## src/rtl/eth_mac_filter_multi.sv

```systemverilog
// Destination-address filter for the Ethernet receive path.
// Snoops the first six bytes of each frame, compares them against a
// programmable unicast table plus broadcast/multicast/promiscuous modes,
// and produces a per-frame accept/drop verdict with saturating statistics.
module eth_mac_filter_multi #(
  parameter int          N_ADDR    = 2,
  parameter int          SLOT_W    = 3,
  parameter logic [47:0] RESET_MAC = 48'hFEFAF6F2EEEA,
  parameter int          CNT_W     = 16
) (
  input  logic              clk,
  input  logic              rst,
  input  logic              frame_start,
  input  logic              byte_we,
  input  logic [7:0]        d,
  input  logic              promisc,
  input  logic              en_bcast,
  input  logic              en_mcast,
  input  logic              cfg_we,
  input  logic [SLOT_W-1:0] cfg_slot,
  input  logic [2:0]        cfg_sel,
  input  logic [7:0]        cfg_data,
  output logic              cfg_busy,
  input  logic              cnt_clr,
  output logic              n_inhibit,
  output logic              decision,
  output logic              hit,
  output logic [SLOT_W-1:0] match_idx,
  output logic [CNT_W-1:0]  accept_cnt,
  output logic [CNT_W-1:0]  drop_cnt
);

  typedef enum logic [1:0] {
    S_IDLE = 2'd0,
    S_CMP  = 2'd1,
    S_DONE = 2'd2
  } state_t;

  state_t             state_r, state_s;
  logic [47:0]        addr_r [N_ADDR];
  logic [N_ADDR-1:0]  en_r;
  logic [N_ADDR-1:0]  match_vec_r, base_match_s, new_match_s;
  logic               bcast_ok_r, base_bcast_s, new_bcast_s;
  logic               mcast_r, new_mcast_s;
  logic [2:0]         byte_cnt_r, base_cnt_s, new_cnt_s;
  logic               take_s, last_s, accept_s;
  logic [SLOT_W-1:0]  idx_s;
  logic [7:0]         slot_byte_s;
  logic               cfg_busy_r, n_inhibit_r, decision_r, hit_r;
  logic [SLOT_W-1:0]  match_idx_r;
  logic [CNT_W-1:0]   accept_cnt_r, drop_cnt_r;

  // Per-byte comparison: a frame_start restarts from fresh state in the same
  // cycle, so a coincident byte_we is treated as byte 0 of the new frame.
  always_comb begin
    base_match_s = frame_start ? en_r : match_vec_r;
    base_bcast_s = frame_start ? 1'b1 : bcast_ok_r;
    base_cnt_s   = frame_start ? 3'd0 : byte_cnt_r;
    take_s       = (frame_start | (state_r == S_CMP)) & byte_we & (base_cnt_s < 3'd6);
    new_match_s  = base_match_s;
    new_bcast_s  = base_bcast_s;
    new_mcast_s  = mcast_r;
    new_cnt_s    = base_cnt_s;
    slot_byte_s  = 8'd0;
    if (take_s) begin
      for (int i = 0; i < N_ADDR; i++) begin
        slot_byte_s    = 8'(addr_r[i] >> (6'd40 - {base_cnt_s, 3'b000}));
        new_match_s[i] = base_match_s[i] & (d == slot_byte_s);
      end
      new_bcast_s = base_bcast_s & (d == 8'hFF);
      if (base_cnt_s == 3'd0) begin
        new_mcast_s = d[0];
      end else begin
        new_mcast_s = mcast_r;
      end
      new_cnt_s = base_cnt_s + 3'd1;
    end else begin
      new_cnt_s = base_cnt_s;
    end
    last_s   = take_s & (base_cnt_s == 3'd5);
    accept_s = promisc | (en_bcast & new_bcast_s) |
               (en_mcast & new_mcast_s & ~new_bcast_s) | (|new_match_s);
  end

  // Lowest-numbered matching slot (scan high to low so the lowest wins).
  always_comb begin
    idx_s = {SLOT_W{1'b0}};
    for (int i = N_ADDR - 1; i >= 0; i--) begin
      if (new_match_s[i]) begin
        idx_s = SLOT_W'(i);
      end else begin
        idx_s = idx_s;
      end
    end
  end

  // Next-state: any frame_start (re)enters CMP; the sixth byte finalises.
  always_comb begin
    state_s = state_r;
    if (frame_start) begin
      state_s = S_CMP;
    end else if (last_s) begin
      state_s = S_DONE;
    end else begin
      state_s = state_r;
    end
  end

  // State register, comparison progress and verdict outputs.
  always_ff @(posedge clk) begin
    if (rst) begin
      state_r     <= S_IDLE;
      cfg_busy_r  <= 1'b0;
      match_vec_r <= {N_ADDR{1'b0}};
      bcast_ok_r  <= 1'b1;
      mcast_r     <= 1'b0;
      byte_cnt_r  <= 3'd0;
      decision_r  <= 1'b0;
      n_inhibit_r <= 1'b1;
      hit_r       <= 1'b0;
      match_idx_r <= {SLOT_W{1'b0}};
    end else begin
      state_r    <= state_s;
      cfg_busy_r <= (state_s == S_CMP);
      decision_r <= last_s;
      if (frame_start || (state_r == S_CMP)) begin
        match_vec_r <= new_match_s;
        bcast_ok_r  <= new_bcast_s;
        mcast_r     <= new_mcast_s;
        byte_cnt_r  <= new_cnt_s;
      end
      if (frame_start) begin
        n_inhibit_r <= 1'b1;
        hit_r       <= 1'b0;
      end else if (last_s) begin
        n_inhibit_r <= accept_s;
        hit_r       <= |new_match_s;
        match_idx_r <= idx_s;
      end
    end
  end

  // Address table: slot 0 comes up as the reset MAC; writes blocked in CMP.
  always_ff @(posedge clk) begin
    if (rst) begin
      for (int i = 0; i < N_ADDR; i++) begin
        addr_r[i] <= (i == 0) ? RESET_MAC : 48'd0;
      end
      en_r <= N_ADDR'(1'b1);
    end else if (cfg_we && (state_r != S_CMP)) begin
      for (int i = 0; i < N_ADDR; i++) begin
        if (cfg_slot == SLOT_W'(i)) begin
          case (cfg_sel)
            3'd0:    addr_r[i][47:40] <= cfg_data;
            3'd1:    addr_r[i][39:32] <= cfg_data;
            3'd2:    addr_r[i][31:24] <= cfg_data;
            3'd3:    addr_r[i][23:16] <= cfg_data;
            3'd4:    addr_r[i][15:8]  <= cfg_data;
            3'd5:    addr_r[i][7:0]   <= cfg_data;
            3'd6:    en_r[i]          <= cfg_data[0];
            default: ;
          endcase
        end
      end
    end
  end

  // Saturating statistics; a clear wins over a same-cycle increment.
  always_ff @(posedge clk) begin
    if (rst || cnt_clr) begin
      accept_cnt_r <= {CNT_W{1'b0}};
      drop_cnt_r   <= {CNT_W{1'b0}};
    end else if (last_s) begin
      if (accept_s) begin
        if (accept_cnt_r != {CNT_W{1'b1}}) accept_cnt_r <= accept_cnt_r + CNT_W'(1);
      end else begin
        if (drop_cnt_r != {CNT_W{1'b1}}) drop_cnt_r <= drop_cnt_r + CNT_W'(1);
      end
    end
  end

  assign cfg_busy   = cfg_busy_r;
  assign n_inhibit  = n_inhibit_r;
  assign decision   = decision_r;
  assign hit        = hit_r;
  assign match_idx  = match_idx_r;
  assign accept_cnt = accept_cnt_r;
  assign drop_cnt   = drop_cnt_r;

endmodule

```

## config.mk

```make
export PLATFORM = sky130hd
export DESIGN_NAME = eth_mac_filter_multi
export DESIGN_NICKNAME = d
export VERILOG_FILES = /design/src/rtl/eth_mac_filter_multi.sv
export SDC_FILE = /design/constraint.sdc
export NUM_CORES = 1
export LEC_CHECK = 0
export CELL_PAD_IN_SITES_DETAIL_PLACEMENT = 0
export CELL_PAD_IN_SITES_GLOBAL_PLACEMENT = 1
export CORE_MARGIN = 5
export CORE_UTILIZATION = 25
export DETAILED_ROUTE_END_ITERATION = 6
export PLACE_DENSITY = 0.56
export SLEW_MARGIN = 15
export SYNTH_ARGS = -nofsm -noshare
export SYNTH_HDL_FRONTEND = slang
export SYNTH_SLANG_ARGS = --single-unit
```

## constraint.sdc

```tcl
create_clock -name clk -period 3 [get_ports clk]
set_input_delay 0.6 -clock clk [delete_from_list [all_inputs] [get_ports clk]]
set_output_delay 0.6 -clock clk [all_outputs]
set_load 0.02 [all_outputs]
```

; Yosys cells after proc, flatten, opt, wreduce, memory -nomap -nowiden
; Memories as Yosys holds them, arrays and structs flattened.
; Index checks and enable logic that the tools add are counted.
[totals]
mem_count = 1
out_inout_bits = 39
ramBits = 96
inputBits = 31
word_cells = 159
register_bits = 50
[mem_list]
columns = memory, depth, width, rd, rd_clocked_by_memory_dff, write_ports, line_no
row1 = addr_r, 2, 48, 2, 0, 2, 40  ; logic [47:0] addr_r [N_ADDR];
[op_classes]
mux = 80
eq_ne = 16
n_bitwise = 28
reduce_logical = 13
add_sub_neg = 4
n_lt_le_gt_ge = 1
n_shift = 2
[op_table]
columns = cell, count
row1 = $mux 8, 12
row2 = $shr 48x6->8, 2
row3 = $mux 1, 61
row4 = $add 16x1->16 const B, 2
row5 = $ne 16x16->1 const B, 2
row6 = $eq 8x8->1, 2
row7 = $or 1x1->1, 16
row8 = $eq 3x3->1 const B, 4
row9 = $reduce_and 3->1, 4
row10 = $and 1x1->1, 9
row11 = $logic_not 3->1, 3
row12 = $mux 3, 3
row13 = $eq 8x8->1 const B, 1
row14 = $mux 2, 4
row15 = $eq 3x1->1 const B, 2
row16 = $eq 3x2->1 const B, 2
row17 = $sub 6x6->6 const A, 1
row18 = $eq 2x1->1 const B, 2
row19 = $reduce_or 2->1, 2
row20 = $add 3x1->3 const B, 1
row21 = $lt 3x3->1 const B, 1
row22 = $not 1->1, 3
row23 = $logic_or 1x1->1, 2
row24 = $ne 2x1->1 const B, 1
row25 = 2 further kinds, 2

; Logic depth before layout (Yosys ltp)
; Gate-level depths: netlist of the first run.
[depth]
ltp_word = 11
ltp_mapped = 14
ltp_nobuf = 11

; Least setup slack after synthesis of the first run
; Ideal clock, no wire load.
[synth_timing]
kind = input to register
startpoint = in frame_start
endpoint = reg accept_cnt_r[11] (netlist: accept_cnt[11])
setup_ps = 70
cell_stages = 10
path_buffers = 3
required_ps = 2930
arrival_time_ps = 2843
path_slack_ps = 87
path_cell_list = buf_4 > buf_2 > a221oi_2 > nor2_1 > or4_4 > o31ai_4 > o31ai_2 > buf_6 > or4_1 > a21oi_1
[synth_between]
elab_chain_cells = 9
elab_cells_between_ends = 31
cone_classes = add/sub (1) / order compare (1) / eq/ne (3) / shift (2) / mux (7) / bitwise (14) / reduce/logical (3)
[synth_lines]
columns = item, line_no
row1 = "start, declared", 13  ; input logic frame_start,
row2 = $mux 3 / $or 1x1->1 (equally long branches), "58, 59"
row3 = $sub 6x6->6 (tied with other cells), 67  ; slot_byte_s = 8'(addr_r[i] >> (6'd40 - {base_cnt_s, 3'b000}));
row4 = $shr 48x6->8 (tied with other cells), 67
row5 = $eq 8x8->1 / $mux 1 (equally long branches), "68, 65"
row6 = $and 1x1->1 (tied with other cells), 68  ; new_match_s[i] = base_match_s[i] & (d == slot_byte_s);
row7 = $mux 2 (tied with other cells), 65  ; if (take_s) begin
row8 = $reduce_or 2->1 / $or 1x1->1 (equally long branches), "82, 81"
row9 = $or 1x1->1, 82  ; (en_mcast & new_mcast_s & ~new_bcast_s) | (|new_match_s);
row10 = $reduce_and 3->1 (no source line) (*), n/a
row11 = "end signal, assigned", 171  ; accept_cnt_r <= {CNT_W{1'b0}};
row12 = "end signal, assigned", 175  ; if (accept_cnt_r != {CNT_W{1'b1}}) accept_cnt_r <= accept_cnt_r + CNT_W'(1);
row13 = "end, declared", 51  ; logic [CNT_W-1:0] accept_cnt_r, drop_cnt_r;
; Mark *: on every way between the ends. The rest lies on a longest branch, timed or not.
; A chain may end at the register's enable or synchronous reset.

; Worst setup path after layout of the first run
[layout_timing]
startpoint = in frame_start
endpoint = reg drop_cnt_r[8] (netlist: drop_cnt[8])
[layout_between]
elab_chain_cells = 10
elab_cells_between_ends = 32
cone_classes = add/sub (1) / order compare (1) / eq/ne (3) / shift (2) / mux (7) / bitwise (15) / reduce/logical (3)
[layout_lines]
columns = item, line_no
row1 = $mux 3 / $or 1x1->1 (equally long branches), "58, 59"
row2 = $sub 6x6->6 (tied with other cells), 67
row3 = $shr 48x6->8 (tied with other cells), 67
row4 = $eq 8x8->1 / $mux 1 (equally long branches), "68, 65"
row5 = $and 1x1->1 (tied with other cells), 68
row6 = $mux 2 (tied with other cells), 65
row7 = $reduce_or 2->1 / $or 1x1->1 (equally long branches), "82, 81"
row8 = $or 1x1->1, 82
row9 = $not 1->1 (no source line), n/a
row10 = $reduce_and 3->1 (no source line) (*), n/a
row11 = "end signal, assigned", 172  ; drop_cnt_r <= {CNT_W{1'b0}};
row12 = "end signal, assigned", 177  ; if (drop_cnt_r != {CNT_W{1'b1}}) drop_cnt_r <= drop_cnt_r + CNT_W'(1);
row13 = "end, declared", 51
; Marks and branches as above.

==> impl_results.md, run 1 <==
- Placed Area: approximately 0.0089 mm2
- Crit path time final: roughly 3.0 ns
- Final-report max-slew violation count: 0
- All-layer global routing usage: 13.5%
- CTS tree: yes
- Clock latency on the worst-skew pair: between 0.4 and 0.5 ns
- Gpl congestion: 0.882
- Die height: between 150 and 200 um
- CTS root buf: clkbuf_16
- Core Box Area: 0.0285 mm2
- Clock-pin slew on the worst setup and hold paths: around 0.06 ns
- Largest net degree at the start of global routing: 28
- Ratio of cells with drive above 1 in the final layout: between 20% and 30%
- Setup violations, final: 0
- First-pass GRT wire length: ~34000 um
- Final hold vios: 0
- Reg-to-reg critical path endpoint: drop_cnt[6]$_SDFFE_PP0P_
- Cell Rows: 62
- HP Class: flop to flop
- Die Area: about 0.032 mm2
- Layout net count: around 880
- Crit path kind: primary input to flop
- Placed cells: 1188
- Area delta synth->final: 38.6%
- CP Capture Type: flop
- H-tree levels: 4
- Synth warnings: 0
- Post-Route WL: approximately 22000 um
- Initial antenna violation count: 0
- Critical Path Source Type: primary input
- Most frequent cells in the layout: buf_4, edfxtp_1, clkdlybuf4s50_1, and2_1, nor2_1
- Die Span X: 180 um
- Status: finished clean
- CP Launch Point: frame_start
- Netlist cell types: 76
- CP top delay family: compound AO/OA/AOI/OAI gates
- Reg2reg path depth: 14
- Post-synth EDFFs: 96
- GR Util met1: between 10% and 20%
- Iter 0 DRT Violations: 384
- Mapped Avg Cell Area: ~11 um2
- Syn Inst Count: just under 700
- Worst Skew: ~0.013 ns
- Met2 usage: between 20% and 30%
- Async S/R FF share, synth: 0%
- CTS sink cnt: 144
- Crit path to: drop_cnt[8]$_SDFFE_PP0P_
- Post-DRT Antenna Nets: 0
- DP Worst Slack: -0.779 ns
- Via count: around 5800
- Reg2Reg Setup Slack: approximately 0.05 ns
- Dpl hpwl: between 15000 and 20000 um
- Top-Level Pins: 70
- Post-synth top flop: edfxtp_1
- Final std cells w/o fill: ~1200
- Initial core utilization: 25.2%
- Vias per cell: between 4 and 5
- Hold path start: match_idx[0]$_SDFFE_PP0P_
- Most common cell after layout, fill and taps aside: buf_4
- Slew @ Worst Pin: roughly 0.68 ns
- Final Util: a little over a third
- Total CTS buffers: 17
- Grt peak-use layer: met2
- Crit path max fanout: 7
- Power density over the cells: 478 mW/mm2
- Hold Buf Count CTS: 0
- Max transition margin: 54.8%
- Peak supply drop: 0.379 mV
- Fmax: about 340 MHz
- DR WL/cell: ~18 um
- GR Overflow Total: 0
- Vias in the first global route: 5756
- Static Leak: between 3 and 4 nW
- CP arrival: between 3 and 4 ns
- Crit path buffers/inverters: 5
- Final instance area: between 0.009 and 0.01 mm2
- Number of remaining DRC errors: 0
- RSZ-0062 raised after global routing: true
- Required @ worst endpoint: between 3 and 4 ns
- # port buffers: between 60 and 70
- Crit-path cells: dlygate4sd2_1 -> buf_6 -> buf_8 -> buf_4 -> nor2_1 -> a221oi_2 -> a211oi_1 -> nor4_2 -> nand4b_1 -> o31a_1 -> buf_4 -> nand4_1 -> o21a_1 -> o21a_1
- Antenna cell count: 0
- Mapped Area: just over 0.007 mm2
- Fin crit share: 98.5%
- DR pass1 iterations: 5
- Final TNS setup: 0 ns
- Setup ws final: 0.0445 ns
- Footprint of the multi-input gates: approximately 0.0033 mm2
- Seq. cell area: slightly below 0.004 mm2
- M3 GR Usage: between 2 and 3%
- CTS Buffer Depth: 2
- Max incr delay on CP: 0.33 ns
- Fillcell total: approximately 2900
- Seq/Total Area, Yosys: around 53%
- Number of synthesized register bits: approximately 140
- Total of max-cap violations: 0
- Reg-to-Reg Start: byte_cnt_r[0]$_SDFFE_PP0N_
- CP max-delay cell: o31a_1
- WP depth: 14
==> worst min path at each step <==
stage,depth (start not counted),slack [ns],end
2_1_floorplan,1,0.44,state_r[1]$_SDFF_PP0_
3_3_place_gp,2,0.44,match_idx[0]$_SDFFE_PP0P_
3_5_place_dp,2,0.45,match_idx[0]$_SDFFE_PP0P_
4_1_cts,2,0.46,match_idx[0]$_SDFFE_PP0P_
5_1_grt,2,0.49,match_idx[0]$_SDFFE_PP0P_
6_report,2,0.45,match_idx[0]$_SDFFE_PP0P_
==> state kept, by name, summed over array words and instances (netlist names) <==
register / cells
addr_r: 96
accept_cnt: 16
drop_cnt: 16
byte_cnt_r: 3
en_r: 2
match_vec_r: 2
state_r: 2
bcast_ok_r: 1
cfg_busy: 1
decision: 1
hit: 1
match_idx: 1
mcast_r: 1
n_inhibit: 1
==> report_power, final <==
part           switching [mW]  internal (mW)  total [mW]
registers              0.0217           2.16        2.18
clock network           0.842           1.23        2.07
logic                   0.278          0.239       0.517
total                    1.14           3.63        4.77
==> tightest hold or removal path, stage by stage, from the launching register on <==
cell     delay [ns]
dfxtp_1        0.31
nand2_1        0.05
a21oi_1        0.05
==> kinds of logic after synthesis <==
kind of cell               after synthesis  share of synthesized area [%]
and+or+nand+nor                        267                           20.2
AOI/OAI and AO/OA                      151                           14.6
DFF                                    144                           53.4
buffers and inverters                   54                           3.96
muxes                                   45                           6.31
xor gates and xnor gates                 8                          0.973
adders and majority gates                3                          0.521
other                                    1                         0.0521
==> cell usage after synthesis (14+ instances only) <==
cell      instances  share of area, %
edfxtp_1         96                40
o21ai_0          36               2.5
nand3_1          28               1.9
clkbuf_1         14              0.73
nor2_1           49               2.6
buf_2            14              0.97
nand2_1          37               1.9
or3_1            15               1.3
and2_1           51               4.4
a21oi_1          34               2.4
mux2i_1          42               5.8
dfxtp_1          48                13
==> layout make-up <==
type	instances	area share, %
Tap cell	384	4.81
Sequential cell	144	38.5
Clock inverter	12	1.37
Clock buffer	20	4.37
Timing Repair Buffer	190	17.2
Inverter	14	0.551
Multi-Input combinational cell	476	33.2
==> per-layer routing <==
layer,vias to the layer above,routed length (um),share of wire (%)
met5,-,0,0
met1,2821,11000,49
met3,24,605,2.7
li1,2867,-,-
met2,89,10300,46
met4,0,386,1.7
==> stage by stage <==
step / hold slack, ns / power, mW
2_1_floorplan: 0.441 / 2.45
3_3_place_gp: 0.442 / 2.68
3_5_place_dp: 0.449 / 2.68
4_1_cts: 0.458 / 4.78
5_1_grt: 0.491 / 4.95
6_report: 0.455 / 4.77
==> timing repair <==
action | in CTS | in global routing
pin swaps | 13 | 14
setup buffers | 9 | 7
resized for setup | 35 | 46
endpoints found under the setup margin | 34 | 31
cloned | 1 | 3
Note: power is estimated with default switching activity, not from simulation.
==> inputs of run 2 (changes only) <==
--- a/config.mk
+++ b/config.mk
@@ -9,6 +9,7 @@
 export CELL_PAD_IN_SITES_GLOBAL_PLACEMENT = 1
 export CORE_MARGIN = 5
 export CORE_UTILIZATION = 25
+export CTS_CLUSTER_SIZE = 8
 export DETAILED_ROUTE_END_ITERATION = 6
 export PLACE_DENSITY = 0.56
 export SLEW_MARGIN = 15
==> results of run 2 <==
Same layout as run 1: the final DEF is identical, and so are final timing and power.
